===== config.mk =====
export PLATFORM = sky130hd
export DESIGN_NAME = fetch_stage_flat
export DESIGN_NICKNAME = d
export VERILOG_FILES = /design/src/rtl/lc3b_types.sv /design/src/rtl/fetch_stage_if.sv /design/src/rtl/fetch_skid.sv /design/src/rtl/fetch_stage.sv /design/src/flat_wrapper.sv
export SDC_FILE = /design/constraint.sdc
export NUM_CORES = 1
export LEC_CHECK = 0
export ABC_CLOCK_PERIOD_IN_PS = 4500
export CORE_MARGIN = 4
export CORE_UTILIZATION = 57
export DETAILED_ROUTE_END_ITERATION = 16
export PLACE_DENSITY = 0.85
export RECOVER_POWER = 25
export SYNTH_ARGS = -nofsm -noshare
export SYNTH_HDL_FRONTEND = slang
export SYNTH_SLANG_ARGS = --single-unit

===== constraint.sdc =====
create_clock -name clk -period 4.5 [get_ports clk]
set_input_delay 0.9 -clock clk [delete_from_list [all_inputs] [get_ports clk]]
set_output_delay 0.9 -clock clk [all_outputs]
set_load 0.02 [all_outputs]

===== src/rtl/lc3b_types.sv =====
// lc3b_types: shared LC-3b word type and fetch FSM state encoding.
package lc3b_types;
    typedef logic [15:0] lc3b_word;
    typedef enum logic [1:0] {FETCH, HOLD, DRAIN} lc3b_fetch_state;
endpackage


===== src/rtl/fetch_stage_if.sv =====
// fetch_stage_if: instruction-memory port and IF/ID pipeline handshake.
interface fetch_stage_if;
    import lc3b_types::*;
    lc3b_word imem_address;
    logic     imem_read;
    lc3b_word imem_rdata;
    logic     imem_resp;
    logic     stall;
    logic     redirect;
    lc3b_word redirect_pc;
    logic     if_id_valid;
    lc3b_word if_id_ir;
    lc3b_word if_id_pc;
    modport master(output imem_address, imem_read, if_id_valid, if_id_ir, if_id_pc,
                   input imem_rdata, imem_resp, stall, redirect, redirect_pc);
    modport slave(input imem_address, imem_read, if_id_valid, if_id_ir, if_id_pc,
                  output imem_rdata, imem_resp, stall, redirect, redirect_pc);
endinterface


===== src/rtl/fetch_skid.sv =====
// fetch_skid: single-entry buffer holding a fetched word while decode is stalled.
module fetch_skid
    import lc3b_types::*;
(
    input  logic     clk,
    input  logic     reset_n,
    input  logic     i_load,
    input  logic     i_clear,
    input  lc3b_word i_ir,
    input  lc3b_word i_pc,
    output lc3b_word o_ir,
    output lc3b_word o_pc,
    output logic     o_valid
);
    lc3b_word r_ir, r_pc;
    logic     r_valid;
    always_ff @(posedge clk or negedge reset_n) begin
        if (!reset_n) begin
            r_ir    <= '0;
            r_pc    <= '0;
            r_valid <= 1'b0;
        end else if (i_load) begin
            r_ir    <= i_ir;
            r_pc    <= i_pc;
            r_valid <= 1'b1;
        end else if (i_clear) begin
            r_valid <= 1'b0;
        end
    end
    assign o_ir    = r_ir;
    assign o_pc    = r_pc;
    assign o_valid = r_valid;
endmodule


===== src/rtl/fetch_stage.sv =====
// fetch_stage: LC-3b instruction fetch with skid buffer and redirect drain.
module fetch_stage
    import lc3b_types::*;
#(
    parameter lc3b_word RESET_PC = 16'h0000
) (
    input  logic           clk,
    input  logic           reset_n,
    fetch_stage_if.master  bus
);
    lc3b_fetch_state r_state, w_state_n;
    lc3b_word r_pc, w_pc_n, r_pending_pc, w_pending_n, r_ir, r_id_pc, w_pc_inc, w_skid_ir, w_skid_pc;
    logic r_armed, r_valid, w_valid_n, w_resp, w_free, w_load_id, w_from_skid;
    logic w_skid_load, w_skid_clear, w_skid_valid;
    // r_armed masks responses to a read abandoned by reset
    assign w_resp   = bus.imem_resp & r_armed;
    assign w_pc_inc = r_pc + 16'd2;
    assign w_free   = !r_valid || !bus.stall;
    fetch_skid u_skid (
        .clk     (clk),
        .reset_n (reset_n),
        .i_load  (w_skid_load),
        .i_clear (w_skid_clear),
        .i_ir    (bus.imem_rdata),
        .i_pc    (w_pc_inc),
        .o_ir    (w_skid_ir),
        .o_pc    (w_skid_pc),
        .o_valid (w_skid_valid)
    );
    always_comb begin
        w_state_n    = r_state;
        w_pc_n       = r_pc;
        w_pending_n  = r_pending_pc;
        w_load_id    = 1'b0;
        w_from_skid  = 1'b0;
        w_skid_load  = 1'b0;
        w_skid_clear = 1'b0;
        case (r_state)
            FETCH: begin
                if (bus.redirect) begin
                    if (w_resp) w_pc_n = bus.redirect_pc;
                    else begin
                        w_pending_n = bus.redirect_pc;
                        w_state_n   = DRAIN;
                    end
                end else if (w_resp) begin
                    w_pc_n = w_pc_inc;
                    if (w_free) w_load_id = 1'b1;
                    else begin
                        w_skid_load = 1'b1;
                        w_state_n   = HOLD;
                    end
                end
            end
            HOLD: begin
                if (bus.redirect) begin
                    w_pc_n       = bus.redirect_pc;
                    w_skid_clear = 1'b1;
                    w_state_n    = FETCH;
                end else if (!bus.stall) begin
                    w_load_id    = w_skid_valid;
                    w_from_skid  = 1'b1;
                    w_skid_clear = 1'b1;
                    w_state_n    = FETCH;
                end
            end
            DRAIN: begin
                if (w_resp) begin
                    w_pc_n    = bus.redirect ? bus.redirect_pc : r_pending_pc;
                    w_state_n = FETCH;
                end else if (bus.redirect) w_pending_n = bus.redirect_pc;
            end
            default: w_state_n = FETCH;
        endcase
        w_valid_n = bus.redirect ? 1'b0 : w_load_id ? 1'b1 : !bus.stall ? 1'b0 : r_valid;
    end
    always_ff @(posedge clk or negedge reset_n) begin
        if (!reset_n) begin
            r_state      <= FETCH;
            r_pc         <= RESET_PC;
            r_pending_pc <= '0;
            r_armed      <= 1'b0;
            r_valid      <= 1'b0;
            r_ir         <= '0;
            r_id_pc      <= '0;
        end else begin
            r_state      <= w_state_n;
            r_pc         <= w_pc_n;
            r_pending_pc <= w_pending_n;
            r_armed      <= 1'b1;
            r_valid      <= w_valid_n;
            if (w_load_id) begin
                r_ir    <= w_from_skid ? w_skid_ir : bus.imem_rdata;
                r_id_pc <= w_from_skid ? w_skid_pc : w_pc_inc;
            end
        end
    end
    assign bus.imem_read    = r_armed && (r_state != HOLD);
    assign bus.imem_address = r_pc;
    assign bus.if_id_valid  = r_valid;
    assign bus.if_id_ir     = r_ir;
    assign bus.if_id_pc     = r_id_pc;
endmodule


===== src/flat_wrapper.sv =====
// flat-port wrapper written by rule: the top's interface ports become plain ports
module fetch_stage_flat import lc3b_types::*;
#(
    parameter lc3b_word RESET_PC = 16'h0000
)
  (clk, reset_n, bus_imem_address, bus_imem_read, bus_if_id_valid, bus_if_id_ir, bus_if_id_pc, bus_imem_rdata, bus_imem_resp, bus_stall, bus_redirect, bus_redirect_pc);
  fetch_stage_if bus_i ();
  input  logic clk;
  input  logic reset_n;
  output wire logic [$bits(bus_i.imem_address)-1:0] bus_imem_address;
  output wire logic [$bits(bus_i.imem_read)-1:0] bus_imem_read;
  output wire logic [$bits(bus_i.if_id_valid)-1:0] bus_if_id_valid;
  output wire logic [$bits(bus_i.if_id_ir)-1:0] bus_if_id_ir;
  output wire logic [$bits(bus_i.if_id_pc)-1:0] bus_if_id_pc;
  input wire logic [$bits(bus_i.imem_rdata)-1:0] bus_imem_rdata;
  input wire logic [$bits(bus_i.imem_resp)-1:0] bus_imem_resp;
  input wire logic [$bits(bus_i.stall)-1:0] bus_stall;
  input wire logic [$bits(bus_i.redirect)-1:0] bus_redirect;
  input wire logic [$bits(bus_i.redirect_pc)-1:0] bus_redirect_pc;
  assign bus_imem_address = bus_i.imem_address;
  assign bus_imem_read = bus_i.imem_read;
  assign bus_if_id_valid = bus_i.if_id_valid;
  assign bus_if_id_ir = bus_i.if_id_ir;
  assign bus_if_id_pc = bus_i.if_id_pc;
  assign bus_i.imem_rdata = bus_imem_rdata;
  assign bus_i.imem_resp = bus_imem_resp;
  assign bus_i.stall = bus_stall;
  assign bus_i.redirect = bus_redirect;
  assign bus_i.redirect_pc = bus_redirect_pc;
  fetch_stage #(.RESET_PC(RESET_PC)) u_core (.clk(clk), .reset_n(reset_n), .bus(bus_i));
endmodule

==> results.cfg <==
[grt]
grt_pass1_wl_um = 19800
global_route.peak_usage_layer = met2
met2_usage = 0.384
grt_max_degree = 71
antenna_found_initial = 0
use_met3 = 0.0512
use_met1 = 0.328
track_usage = 0.237
grt_pass1_vias = 3938
overflow = 0

[final_layout]
drive_above_1_share = 0.122
fin_util = 0.703
mostFrequentLayoutCell = dfrtp_1
n_fill_cell = 646
fin_area_um2 = 6130
layout_common_cells = 101 x dfrtp_1, 84 x clkdlybuf4s50_1, 76 x nand2_1, 50 x nor2_1, 38 x mux2_2
diodes = 0
instances_no_fill = 696
area_growth_pct = 20.5
nets = 625
multi_input_area_um2 = 2340
regArea_um2 = 2530

[routing]
drtPass1Iterations = 6
antenna_left = 0
drtIter0Drc = 262
drc_errors = 0
viasPerCell = 5.98
wl_per_cell_um = 17.3
routed_wl_um = 12000
num_vias = 4162

[run_status]
status = complete, but fails checks
violations = capacitance limit, slew limit

[sta]
post-route-period-util = 0.712
max-slew-margin-rel = -0.128
whs_ns = 0.499
finalHoldViolations = 0
fin_ws_ns = 1.30
rsz0062_at_grt = no
period_needed_ns = 3.20
tightest_slew_ns = 1.69
finClkSkew_ns = 0.00825
final.setup.tns_ns = 0
maxSlewViolCount = 71
setup_viol = 0
clock.fmax_mhz = 312

[worst_setup_path]
critPathTopFamily = compound AO/OA/AOI/OAI gates
cp.required_ns = 4.78
path_cells = clkdlybuf4s50_1, nor3b_2, buf_4, a22o_2, o21ai_0, o21ai_1
crit_path_end_kind = register
crit_type = in -> reg
cp_max_fo = 54
crit_buf_inv = 2
arrival_ns = 3.49
cp-start-kind = input pin
cpPeakStageDelay_ns = 0.79
cp_slowest_cell = a22o_2

[place]
place_area_um2 = 5940
dp.cells = 680
dp_hpwl_um = 8500
port_buffers = 86
place_ws_ns = 1.00
gp_congestion = 0.892

[worst_hold_path]
hold_class = reg -> reg

[cts]
htree_levels = 3
clk_path_buf_depth = 2
ctsResizeCount = 0
clkLatencyLatePin_ns = 0.36
clockRootBuffer = clkbuf_8
clkTransAtPathRegs_ns = 0.09
numCtsBuffers = 9
cts_hold_buf = 0
cts.sinks = 101
cts_tree = yes
post_cts_buffers = 0

[synthesis]
ys_ff_latch = 101
synth_area_leaders = dfrtp_1 50%, mux2_2 8.4%, nand2_1 5.6%, nor2_1 3.7%, mux2i_1 3.3%
synth_largest_area_cell = dfrtp_1
yosys.cell_types.count = 53
yosysSeqAreaShare = 0.497
synth_flop_cell = dfrtp_1
synth_top_cell_area_share = 0.497
ys_warn_count = 0
syn_inst = 514
syn-num-nets = 556
synth_edf_count = 0
syn_avg_cell_area_um2 = 9.90
synth_area_um2 = 5090
async_flop_share = 1.00

[power]
p_per_area_nw_per_um2 = 604
ir_drop_mv = 0.275
power.total_mw = 3.70
leakagePower_nw = 2.60

[floorplanning]
die_h_um = 102
core_area_um2 = 8720
rows = 34
die-area_um2 = 10500
initial_core_util = 0.583
ios = 87
fp.dieW_um = 102

[flow_run]
drv_cap = 1
[cell type report]
class                           count  area share
Clock buffer                       10      0.0208
Sequential cell                   101       0.412
Timing Repair Buffer               92       0.146
Clock inverter                      6      0.0104
Tap cell                          108      0.0220
Multi-Input combinational cell    369       0.382
Inverter                           10     0.00612
[worst register-to-register path, cell delays in order, from the launching register on]
cell and delay [ns]:
dfrtp_1 0.41, inv_1 0.11, ha_1 0.18, nor3b_2 0.45
buf_4 0.33, a22o_2 0.79, o21ai_0 0.28, o21ai_1 0.20
[worst paths after layout]
check                           slack (ns)                                   to  depth (start not counted)                                from
worst max-delay path                  1.30  u_core.bus.if_id_pc[10]$_DFFE_PN0P_                          6                           bus_stall
worst max register to register        1.68  u_core.bus.if_id_pc[10]$_DFFE_PN0P_                          7       u_core.r_state[1]$_DFFE_PN0P_
worst min register to register        0.50   u_core.r_pending_pc[9]$_DFFE_PN0P_                          2  u_core.r_pending_pc[9]$_DFFE_PN0P_
max in group asynchronous             2.32    u_core.u_skid.o_pc[7]$_DFFE_PN0P_                          2                             reset_n
min in group asynchronous             0.96  u_core.r_pending_pc[15]$_DFFE_PN0P_                          1                             reset_n
worst min-delay path                  0.50   u_core.r_pending_pc[9]$_DFFE_PN0P_                          2  u_core.r_pending_pc[9]$_DFFE_PN0P_
[synth_stat cells, types with 2 or more instances]
cell / number
nor2b_1: 4
inv_1: 9
nor4_1: 12
nand4_1: 2
dfrtp_1: 101
buf_4: 5
o31a_1: 3
o31ai_1: 3
xnor2_1: 6
a21o_1: 2
nand3_1: 4
o21a_1: 2
o211ai_1: 6
or3_1: 2
ha_1: 5
a21boi_0: 2
o21ai_0: 18
o21ai_1: 6
o221ai_1: 4
a31oi_1: 19
a22o_1: 3
a21oi_1: 29
a211oi_1: 10
nor3_1: 13
nand2_1: 76
mux2i_1: 17
nand3_2: 2
a22oi_1: 9
o311ai_0: 2
mux2_2: 38
buf_2: 20
nor2_1: 50
nand2b_1: 3
buf_6: 2
clkbuf_1: 7
[sequential cells by signal, summed over array words and instances (netlist names)]
name                     flops
u_core.bus.imem_address     16
u_core.r_pending_pc         16
u_core.r_state               2
u_core.bus.if_id_valid       1
u_core.u_skid.o_pc          16
u_core.u_skid.o_valid        1
u_core.u_skid.o_ir          16
u_core.r_armed               1
u_core.bus.if_id_ir         16
u_core.bus.if_id_pc         16
[where the power goes]
part	total [mW]	internal (mW)	switching [mW]
clock	0.563	0.256	0.306
combinational	1.65	0.768	0.886
sequential	1.49	1.22	0.263
[metal layers]
layer  vias to the layer above  part of all wire
met2                       150              0.50
met1                      2026              0.43
met3                        15             0.055
met4                         0             0.014
li1                       1971                 -
met5                         -                 0
[logic make-up (layout without fill, tap and decap cells)]
logic type               Yosys count  count (layout)  synth area share
XOR/XNOR                           7               7            0.0121
AND/OR/NAND/NOR                  177             177             0.158
multiplexers                      55              55             0.118
buffers and inverters             44             118            0.0440
adder cells (fa/ha/maj)            5               5            0.0123
other                              1               1          0.000737
AO/OA/AOI/OAI                    124             124             0.158
flip-flops                       101             101             0.497
Power figures use the tool's default switching activity.
